### src/rtl/mem_port_arbiter.sv
// mem_port_arbiter: fetch/data arbiter for one single-ported memory; optional fetch starvation guard via MEM_PORT_ARB_STARVE_GUARD_EN
module mem_port_arbiter #(
    parameter int ADDR_WIDTH   = 32,
    parameter int DATA_WIDTH   = 32,
    parameter int STARVE_LIMIT = 4
) (
    input  logic                  clk,
    input  logic                  rst,
    input  logic                  insnReq,
    input  logic [ADDR_WIDTH-1:0] insnAddr,
    output logic                  insnRdy,
    output logic [DATA_WIDTH-1:0] insnData,
    input  logic                  dataReq,
    input  logic                  dataWrEnable,
    input  logic [ADDR_WIDTH-1:0] dataAddr,
    input  logic [DATA_WIDTH-1:0] dataWData,
    output logic                  dataRdy,
    output logic [DATA_WIDTH-1:0] dataRData,
    output logic                  memReq,
    output logic                  memWe,
    output logic [ADDR_WIDTH-1:0] memAddr,
    output logic [DATA_WIDTH-1:0] memWData,
    input  logic                  memAck,
    input  logic [DATA_WIDTH-1:0] memRData,
    output logic                  stallIF,
    output logic                  stallMEM
);
    typedef enum logic [1:0] {IDLE, BUSY_I, BUSY_D, RESP} state_t;
    state_t                state_q;
    logic                  mem_req_q, mem_we_q, insn_rdy_q, data_rdy_q;
    logic [ADDR_WIDTH-1:0] mem_addr_q;
    logic [DATA_WIDTH-1:0] mem_wdata_q, insn_data_q, data_rdata_q;
    logic                  fetch_wins;
`ifdef MEM_PORT_ARB_STARVE_GUARD_EN
    localparam int CW = $clog2(STARVE_LIMIT + 1);
    logic [CW-1:0] starve_q, starve_d;
    assign fetch_wins = insnReq & (~dataReq | (starve_q == CW'(STARVE_LIMIT)));
    // count data grants that overtook a waiting fetch; a fetch grant clears it
    always_comb
        starve_d = (state_q != IDLE) ? starve_q :
                   fetch_wins ? '0 :
                   (dataReq & insnReq & (starve_q != CW'(STARVE_LIMIT))) ? starve_q + 1'b1 : starve_q;
    // starvation counter register
    always_ff @(posedge clk or negedge rst)
        if (!rst) starve_q <= '0;
        else      starve_q <= starve_d;
`else
    logic unused_starve;
    assign fetch_wins    = insnReq & ~dataReq;
    assign unused_starve = ^STARVE_LIMIT;
`endif
    // grant FSM: arbitrate in IDLE, hold the latched access through BUSY, pulse ready in RESP
    always_ff @(posedge clk or negedge rst)
        if (!rst) begin
            state_q      <= IDLE;
            mem_req_q    <= 1'b0;
            mem_we_q     <= 1'b0;
            insn_rdy_q   <= 1'b0;
            data_rdy_q   <= 1'b0;
            mem_addr_q   <= '0;
            mem_wdata_q  <= '0;
            insn_data_q  <= '0;
            data_rdata_q <= '0;
        end else begin
            unique case (state_q)
                IDLE:
                    if (fetch_wins) begin
                        state_q    <= BUSY_I;
                        mem_req_q  <= 1'b1;
                        mem_we_q   <= 1'b0;
                        mem_addr_q <= insnAddr;
                    end else if (dataReq) begin
                        state_q     <= BUSY_D;
                        mem_req_q   <= 1'b1;
                        mem_we_q    <= dataWrEnable;
                        mem_addr_q  <= dataAddr;
                        mem_wdata_q <= dataWData;
                    end
                BUSY_I:
                    if (memAck) begin
                        state_q     <= RESP;
                        mem_req_q   <= 1'b0;
                        insn_data_q <= memRData;
                        insn_rdy_q  <= 1'b1;
                    end
                BUSY_D:
                    if (memAck) begin
                        state_q      <= RESP;
                        mem_req_q    <= 1'b0;
                        data_rdata_q <= mem_we_q ? data_rdata_q : memRData;
                        data_rdy_q   <= 1'b1;
                    end
                RESP: begin
                    state_q    <= IDLE;
                    insn_rdy_q <= 1'b0;
                    data_rdy_q <= 1'b0;
                end
            endcase
        end
    assign insnRdy   = insn_rdy_q;
    assign insnData  = insn_data_q;
    assign dataRdy   = data_rdy_q;
    assign dataRData = data_rdata_q;
    assign memReq    = mem_req_q;
    assign memWe     = mem_we_q;
    assign memAddr   = mem_addr_q;
    assign memWData  = mem_wdata_q;
    assign stallIF   = rst & insnReq & ~insn_rdy_q;
    assign stallMEM  = rst & dataReq & ~data_rdy_q;
endmodule

### config.mk
export PLATFORM = sky130hd
export DESIGN_NAME = mem_port_arbiter
export DESIGN_NICKNAME = d
export VERILOG_FILES = /design/src/rtl/mem_port_arbiter.sv
export SDC_FILE = /design/constraint.sdc
export NUM_CORES = 1
export LEC_CHECK = 0
export CAP_MARGIN = 15
export CORE_UTILIZATION = 36
export DETAILED_ROUTE_END_ITERATION = 7
export PLACE_DENSITY = 0.76
export RECOVER_POWER = 100
export SETUP_SLACK_MARGIN = 0.1
export SYNTH_ARGS = -nofsm -noshare
export SYNTH_HDL_FRONTEND = slang
export SYNTH_SLANG_ARGS = --single-unit
export TNS_END_PERCENT = 5
### constraint.sdc
create_clock -name clk -period 1.4 [get_ports clk]
set_input_delay 0.21 -clock clk [delete_from_list [all_inputs] [get_ports clk]]
set_output_delay 0.21 -clock clk [all_outputs]
set_load 0.05 [all_outputs]
==> flow_metrics.tcl, run 1 <==
set metrics [dict create \
    status "complete, but fails checks" \
    violations "setup timing" \
    arrival_ns 1.81 \
    synth_top_family_by_area "multiplexers" \
    final_area_sq_um 9030 \
    synth_area_sq_um 5400 \
    ys_seq_area_share_pct 62.1 \
    layout.nets 834 \
    vias_per_cell 4.81 \
    grt_antenna_before_repair 0 \
    chipHeight_um 124 \
    ant_nets 0 \
    overflow 0 \
    portBuffers 267 \
    worstPathRequired_ns 1.70 \
    yosysTopAreaCellShare_pct 62.1 \
    crit_type "register to register" \
    rsz0062_at_grt "yes" \
    synth_xor_area_share_pct 0 \
    powerDensity_nw_per_um2 2910 \
    worst-path-stages 6 \
    synthCells 381 \
    antenna_cells 0 \
    cts_tree "done" \
    hp-class "primary input to asynchronous set/reset pin" \
    cpPeakStageDelay_ns 0.36 \
    num_rows 44 \
    dp_hpwl_mm 11.6 \
    p_int_w 0.0133 \
    drc 0 \
    leakage_nw 4.43 \
    synth_fa_ha_area_share_pct 1.16 \
    path_max_fanout 3 \
    clk_latency_ns 0.42 \
    cpMostUsedCell "inv_2" \
    die-area_sq_um 15500 \
    place_congestion 0.755 \
    fin_skew_ns 0.00670 \
    syn_avg_cell_area_sq_um 14.2 \
    grt_use_total_pct 21.9 \
    crit_path_cell_trace "inv_2 > buf_6 > ha_4 > inv_2 > o22a_1 > mux2_4" \
    wirelength_mm 16.8 \
    die_w_um 124 \
    h-tree-depth 4 \
    slew_viol_final 0 \
    drtIter0Drc 135 \
    r2r_cells 6 \
    synth_nets 520 \
    clkPwrFrac_pct 17.4 \
    fillers 1086 \
    hold_violations 0 \
    switching_share_pct 49.2 \
    synth_area_leader_cell "dfrtp_1" \
    area_growth_pct 67.3 \
    cts.sinks 134 \
    fin_crit_ns 1.51 \
    total_power_w 0.0262 \
    finalSetupViolations 123 \
    power.switching_w 0.0129 \
    ys_top_cells_by_area "dfrtp_1 (62%), mux2_1 (20%), mux2i_1 (6.5%)" \
    async_flop_share_pct 100 \
    crit_buf_inv 3 \
    placed_area_sq_um 9800 \
    wl_per_cell_um 18.9 \
    crit_family "flip-flops" \
    grt_max_degree 84 \
    slew_headroom_pct 45.6 \
    drive_gt1_share_pct 37.1 \
    combPwrFrac_pct 55.9 \
    routed-via-count 4290 \
    synthFlopType "dfrtp_1" \
    fin_crit_sh_pct 108 \
    synth-compound-area-share_pct 4.17 \
    pin_count 268 \
    clkTransAtPathRegs_ns 0.06 \
    cpMaxStageDelayCell "dfrtp_1" \
    dr.pass1.iters 4 \
    grt_pass1_vias 4881 \
    synthSimpleGateAreaFrac_pct 3.22 \
    synth-edff-count 0 \
    max_freq_ghz 0.662 \
    p_seq_share_pct 26.7 \
    ys_warn_count 0 \
    cts_made_buffers 17 \
    ys_seq_elements 134 \
    tightest_slew_ns 0.817 \
    initial_core_util_pct 37.0 \
    fin_ws_ns -0.110 \
    core_area_sq_um 14600 \
    start_kind "register" \
    cts_root_buf "clkbuf_16" \
    crit_path_end_kind "register" \
    ir_worst_vdd_v 0.00131 \
    synthMuxAreaShare_pct 26.7 \
    cap_violations 0 \
    synth_cell_types 21 \
    grt_pass1_wl_mm 26.2 \
    cts_buffer_depth 2 \
]
==> worst register-to-register path: stages (launching register included) <==
cell and delay, ns:
dfrtp_1 0.36, inv_2 0.07, buf_6 0.12, ha_4 0.26, inv_2 0.04, o22a_1 0.23
mux2_4 0.31
==> Yosys cell counts (2+ instances only) <==
| cell | n |
|---|---|
| mux2_1 | 97 |
| buf_6 | 3 |
| mux2i_1 | 35 |
| o22ai_1 | 2 |
| buf_2 | 15 |
| dfrtp_1 | 134 |
| nand2_1 | 38 |
| nor2_1 | 2 |
| inv_1 | 4 |
| ha_1 | 5 |
| o21ai_1 | 34 |
| a21oi_1 | 3 |
==> placed cells by master, fill, tap and decap left out, drive strengths merged <==
master         synthesis  routed
a21oi                  3       3
a32o                   1       1
buf                   20      49
bufinv                 0       3
clkbuf                 1     151
clkdlybuf4s50          0     131
clkinv                 0       7
clkinvlp               0       4
dfrtp                134     134
dlygate4sd2            0       1
dlygate4sd3            0       1
ha                     5       5
inv                    4       5
mux2                  97      97
mux2i                 35      35
nand2                 38      38
nand2b                 1       1
nand3b                 1       1
nor2                   2       2
o21ai                 34      34
o22a                   1       1
o22ai                  2       2
o2bb2ai                1       1
or2                    1       1
==> sequential cells by signal (all words and copies together), names as in the netlist <==
| signal | cells |
|---|---|
| insnRdy | 1 |
| memAddr | 32 |
| dataRdy | 1 |
| insnData | 32 |
| dataRData | 32 |
| memWData | 32 |
| memReq | 1 |
| state_q | 2 |
| memWe | 1 |
==> per-layer routing <==
layer / GRT usage (%) / wire (um) / share of wire, % / vias to the layer above
met1: 23.8 / 6580 / 39 / 2121
met4: 9.07 / 357 / 2.1 / 0
met5: 0 / 0 / 0 / -
met2: 39.6 / 8910 / 53 / 182
li1: - / - / - / 1963
met3: 6.44 / 1000 / 6.0 / 24
==> worst paths after layout <==
check / slack, ns / startpoint / endpoint
setup / recovery: -0.11 / state_q[0] / state_q[0]
hold / removal: 0.08 / rst / memAddr[8]
setup reg to reg: -0.11 / state_q[0] / state_q[0]
hold reg to reg: 0.48 / memAddr[21] / memAddr[21]
max in group asynchronous: 0.26 / rst / dataRData[18]
min in group clk: 0.38 / dataWData[31] / memWData[31]
==> power groups by stage <==
stage / Clock [W] / Combinational (W) / Sequential (W)
after floorplan: 0 / 0.00256 / 0.0136
after global placement: 0 / 0.0186 / 0.00794
after detailed placement: 0 / 0.0189 / 0.00808
after CTS: 0.00463 / 0.0199 / 0.00806
after global routing: 0.00485 / 0.0154 / 0.00726
final: 0.00455 / 0.0147 / 0.00702
==> cell type report <==
type,instances,area (sq um),share of cell area [%]
clock buffers,17,425,4.71
clock inverters,15,181,2.01
inverters,4,20.0,0.222
multi-input cells,222,2140,23.7
flip-flops and latches,134,3350,37.2
well taps,184,230,2.55
repair buffers,316,2670,29.6
==> logic make-up after synthesis <==
logic type	Yosys count
flops	134
mux	132
simple gates	43
compound gates	42
buf+inv	25
fa+ha+maj	5
==> repair_timing <==
action,CTS,global route
hold buffers,2,0
hold endpoints to repair,96,0
setup buffers,13,4
cloned,5,3
gates resized for setup,42,35
setup endpoints to repair,133,219
pin swaps,4,4
==> through the flow <==
stage          hold WS (ns)  worst slack [ns]  std cells  setup TNS, ns  util, %
6_report             0.0762            -0.110        892          -7.84     61.9
5_1_grt               0.161            -0.146        892         -15.58     61.9
2_1_floorplan       -0.0856            -0.112        381          -4.77        -
3_3_place_gp         0.0500            -0.174        835         -18.17     67.2
3_5_place_dp         0.0541            -0.235        835         -21.22     67.2
4_1_cts               0.315            -0.106        887          -7.45     74.2
Power figures use the tool's default switching activity.
==> run 2: changes to the inputs <==
--- a/config.mk
+++ b/config.mk
@@ -7,7 +7,7 @@
 export LEC_CHECK = 0
 export CAP_MARGIN = 15
-export CORE_UTILIZATION = 36
+export CORE_UTILIZATION = 40
 export DETAILED_ROUTE_END_ITERATION = 7
-export PLACE_DENSITY = 0.76
+export PLACE_DENSITY = 0.8
 export RECOVER_POWER = 100
 export SETUP_SLACK_MARGIN = 0.1
==> constraint.sdc (replaced) <==
create_clock -name clk -period 1.41 [get_ports clk]
set_input_delay 0.2115 -clock clk [delete_from_list [all_inputs] [get_ports clk]]
set_output_delay 0.2115 -clock clk [all_outputs]
set_load 0.005 [all_outputs]
==> run 2 against run 1 <==
Compared with the run above: the flow still finishes with violations (setup timing); die area is 9.8% lower; combinational power down 49%; register-to-register slack gained 0.05 ns; clock skew about the same; clock-buffer cell count is 2 higher; first-iteration DRC count decreased by 13%; largest cell class unchanged.
==> flow_metrics.tcl, run 2 (synthesized netlist as in run 1, its figures left out) <==
set metrics [dict create \
    fin_ws_ns -0.0562 \
    ir_worst_vdd_v 0.000975 \
    grt_pass1_wl_mm 22.1 \
    cts_made_buffers 17 \
    initial_core_util_pct 40.9 \
    drive_gt1_share_pct 16.0 \
    dp_hpwl_mm 10.2 \
    cp-endpoint "state_q[0]" \
    fin_skew_ns 0.00636 \
    crit_path_end_kind "register" \
    ant_nets 0 \
    crit_buf_inv 2 \
    path_max_fanout 4 \
    cts_root_buf "clkbuf_16" \
    cts.sinks 134 \
    grt.busiest_layer "met2" \
    drc 0 \
    place_congestion 0.754 \
    max_freq_ghz 0.682 \
    holdWs_ns 0.392 \
    crit_path_cell_trace "inv_4 > ha_4 > inv_1 > o22a_1 > mux2_1" \
    use_met3_pct 6.27 \
    pin_count 268 \
    worst-path-stages 5 \
    cpMaxStageDelayCell "dfrtp_2" \
    tightest_slew_ns 0.740 \
    portBuffers 267 \
    drtIter0Drc 117 \
    pre_cts_ws_ns -0.233 \
    hp-class "primary input to register" \
    routed-via-count 4118 \
    wirelength_mm 13.9 \
    cap_violations 0 \
    powerDensity_nw_per_um2 2050 \
    core_area_sq_um 13200 \
    fin_crit_ns 1.47 \
    num_rows 42 \
    area_growth_pct 70.7 \
    grt_max_degree 135 \
    grt_antenna_before_repair 0 \
    cpPeakStageDelay_ns 0.42 \
    gr-usage-met2_pct 37.8 \
    clkTransAtPathRegs_ns 0.06 \
    crit_family "flip-flops" \
    h-tree-depth 4 \
    cts_tree "done" \
    slew_viol_final 0 \
    rsz0062_at_grt "yes" \
    finalSetupViolations 61 \
    r2r_start "state_q[0]" \
    clk_latency_ns 0.41 \
    layout.nets 813 \
    die_w_um 118 \
    arrival_ns 1.75 \
    reg2reg_to "state_q[0]" \
    wl_per_cell_um 16.1 \
    r2r_cells 5 \
    hold_violations 0 \
    met1_usage_pct 21.7 \
    cts_buffer_depth 2 \
    chipHeight_um 118 \
    layout_common_cells "dfrtp_1 (132), clkdlybuf4s50_1 (132), dlygate4sd2_1 (83)" \
    slew_headroom_pct 50.7 \
    startpoint "state_q[0]" \
    dr.pass1.iters 4 \
    worstPathRequired_ns 1.69 \
    overflow 0 \
    antenna_cells 0 \
    start_kind "register" \
    fin_crit_sh_pct 104 \
    r2r_slack_ns -0.06 \
    grt_use_total_pct 20.6 \
    crit_type "register to register" \
    grt_pass1_vias 4426 \
    leakage_nw 4.38 \
    violations "setup timing" \
    status "complete, but fails checks" \
    vias_per_cell 4.77 \
    die-area_sq_um 14000 \
]
run 2: cell count changes in the layout (fill, tap and decap cells not counted), moves of 8 or more:
| cell | previous run | this run |
|---|---|---|
| clkbuf_2 | 128 | 0 |
| dlygate4sd2_1 | 1 | 83 |
| clkdlybuf4s15_1 | 0 | 47 |
| mux2_1 | 64 | 73 |
| buf_6 | 11 | 3 |
| mux2_4 | 32 | 24 |
run 2: cell type report:
cell class	count	area, sq um
Sequential cell	134	3360
Inverter	4	17.5
Clock buffer	19	453
Fill cell	966	3980
Clock inverter	13	178
Tap cell	176	220
Timing Repair Buffer	295	2880
Multi-Input combinational cell	222	2110
run 2: how the worst min path moves through the flow:
stage,startpoint,to,slack (ns),cells past startpoint
4_1_cts,dataWData[25],memWData[25],0.37,2
6_report,dataWData[25],memWData[25],0.39,2
3_5_place_dp,rst,memAddr[9],0.45,2
2_1_floorplan,rst,dataRData[0],-0.08,0
5_1_grt,dataWData[4],memWData[4],0.38,2
3_3_place_gp,rst,state_q[0],0.44,2
run 2: through the flow:
step                power [W]  std cells  area, sq um  setup TNS, ns  utilization, %
floorplan             0.00964        381         5490              0               -
global placement       0.0146        824         8480         -18.76            64.3
detailed placement     0.0150        824         8480         -21.87            64.3
CTS                    0.0185        862         9030          -6.31            68.5
global route           0.0200        863         9210          -7.20            69.8
finish                 0.0189        863         9210          -1.03            69.8
run 2: per-layer routing:
layer / vias up / wire (um)
li1: 1920 / -
met1: 2031 / 5320
met2: 147 / 7500
met3: 20 / 852
met4: 0 / 261
met5: - / 0
run 2: worst register-to-register path, cell delays in order, from the launching register on:
cell and delay [ns]:
dfrtp_2 0.42, inv_4 0.07, ha_4 0.27, inv_1 0.05, o22a_1 0.22, mux2_1 0.31
run 2: report_power, final:
group | switching (W) | internal, W | leakage [nW]
Clock | 0.00158 | 0.00304 | 0.309
Sequential | 0.00103 | 0.00581 | 1.61
Combinational | 0.00292 | 0.00454 | 2.46
Total | 0.00552 | 0.0134 | 4.38
run 2: repair_timing:
| item | in CTS | in global routing |
|---|---|---|
| hold endpoints to repair | 7 | 0 |
| gates cloned | 0 | 0 |
| setup endpoints to repair | 264 | 177 |
| pin swaps | 4 | 2 |
| buffers inserted | 5 | 1 |
| hold buffers | 1 | 0 |
| resized for setup | 160 | 73 |
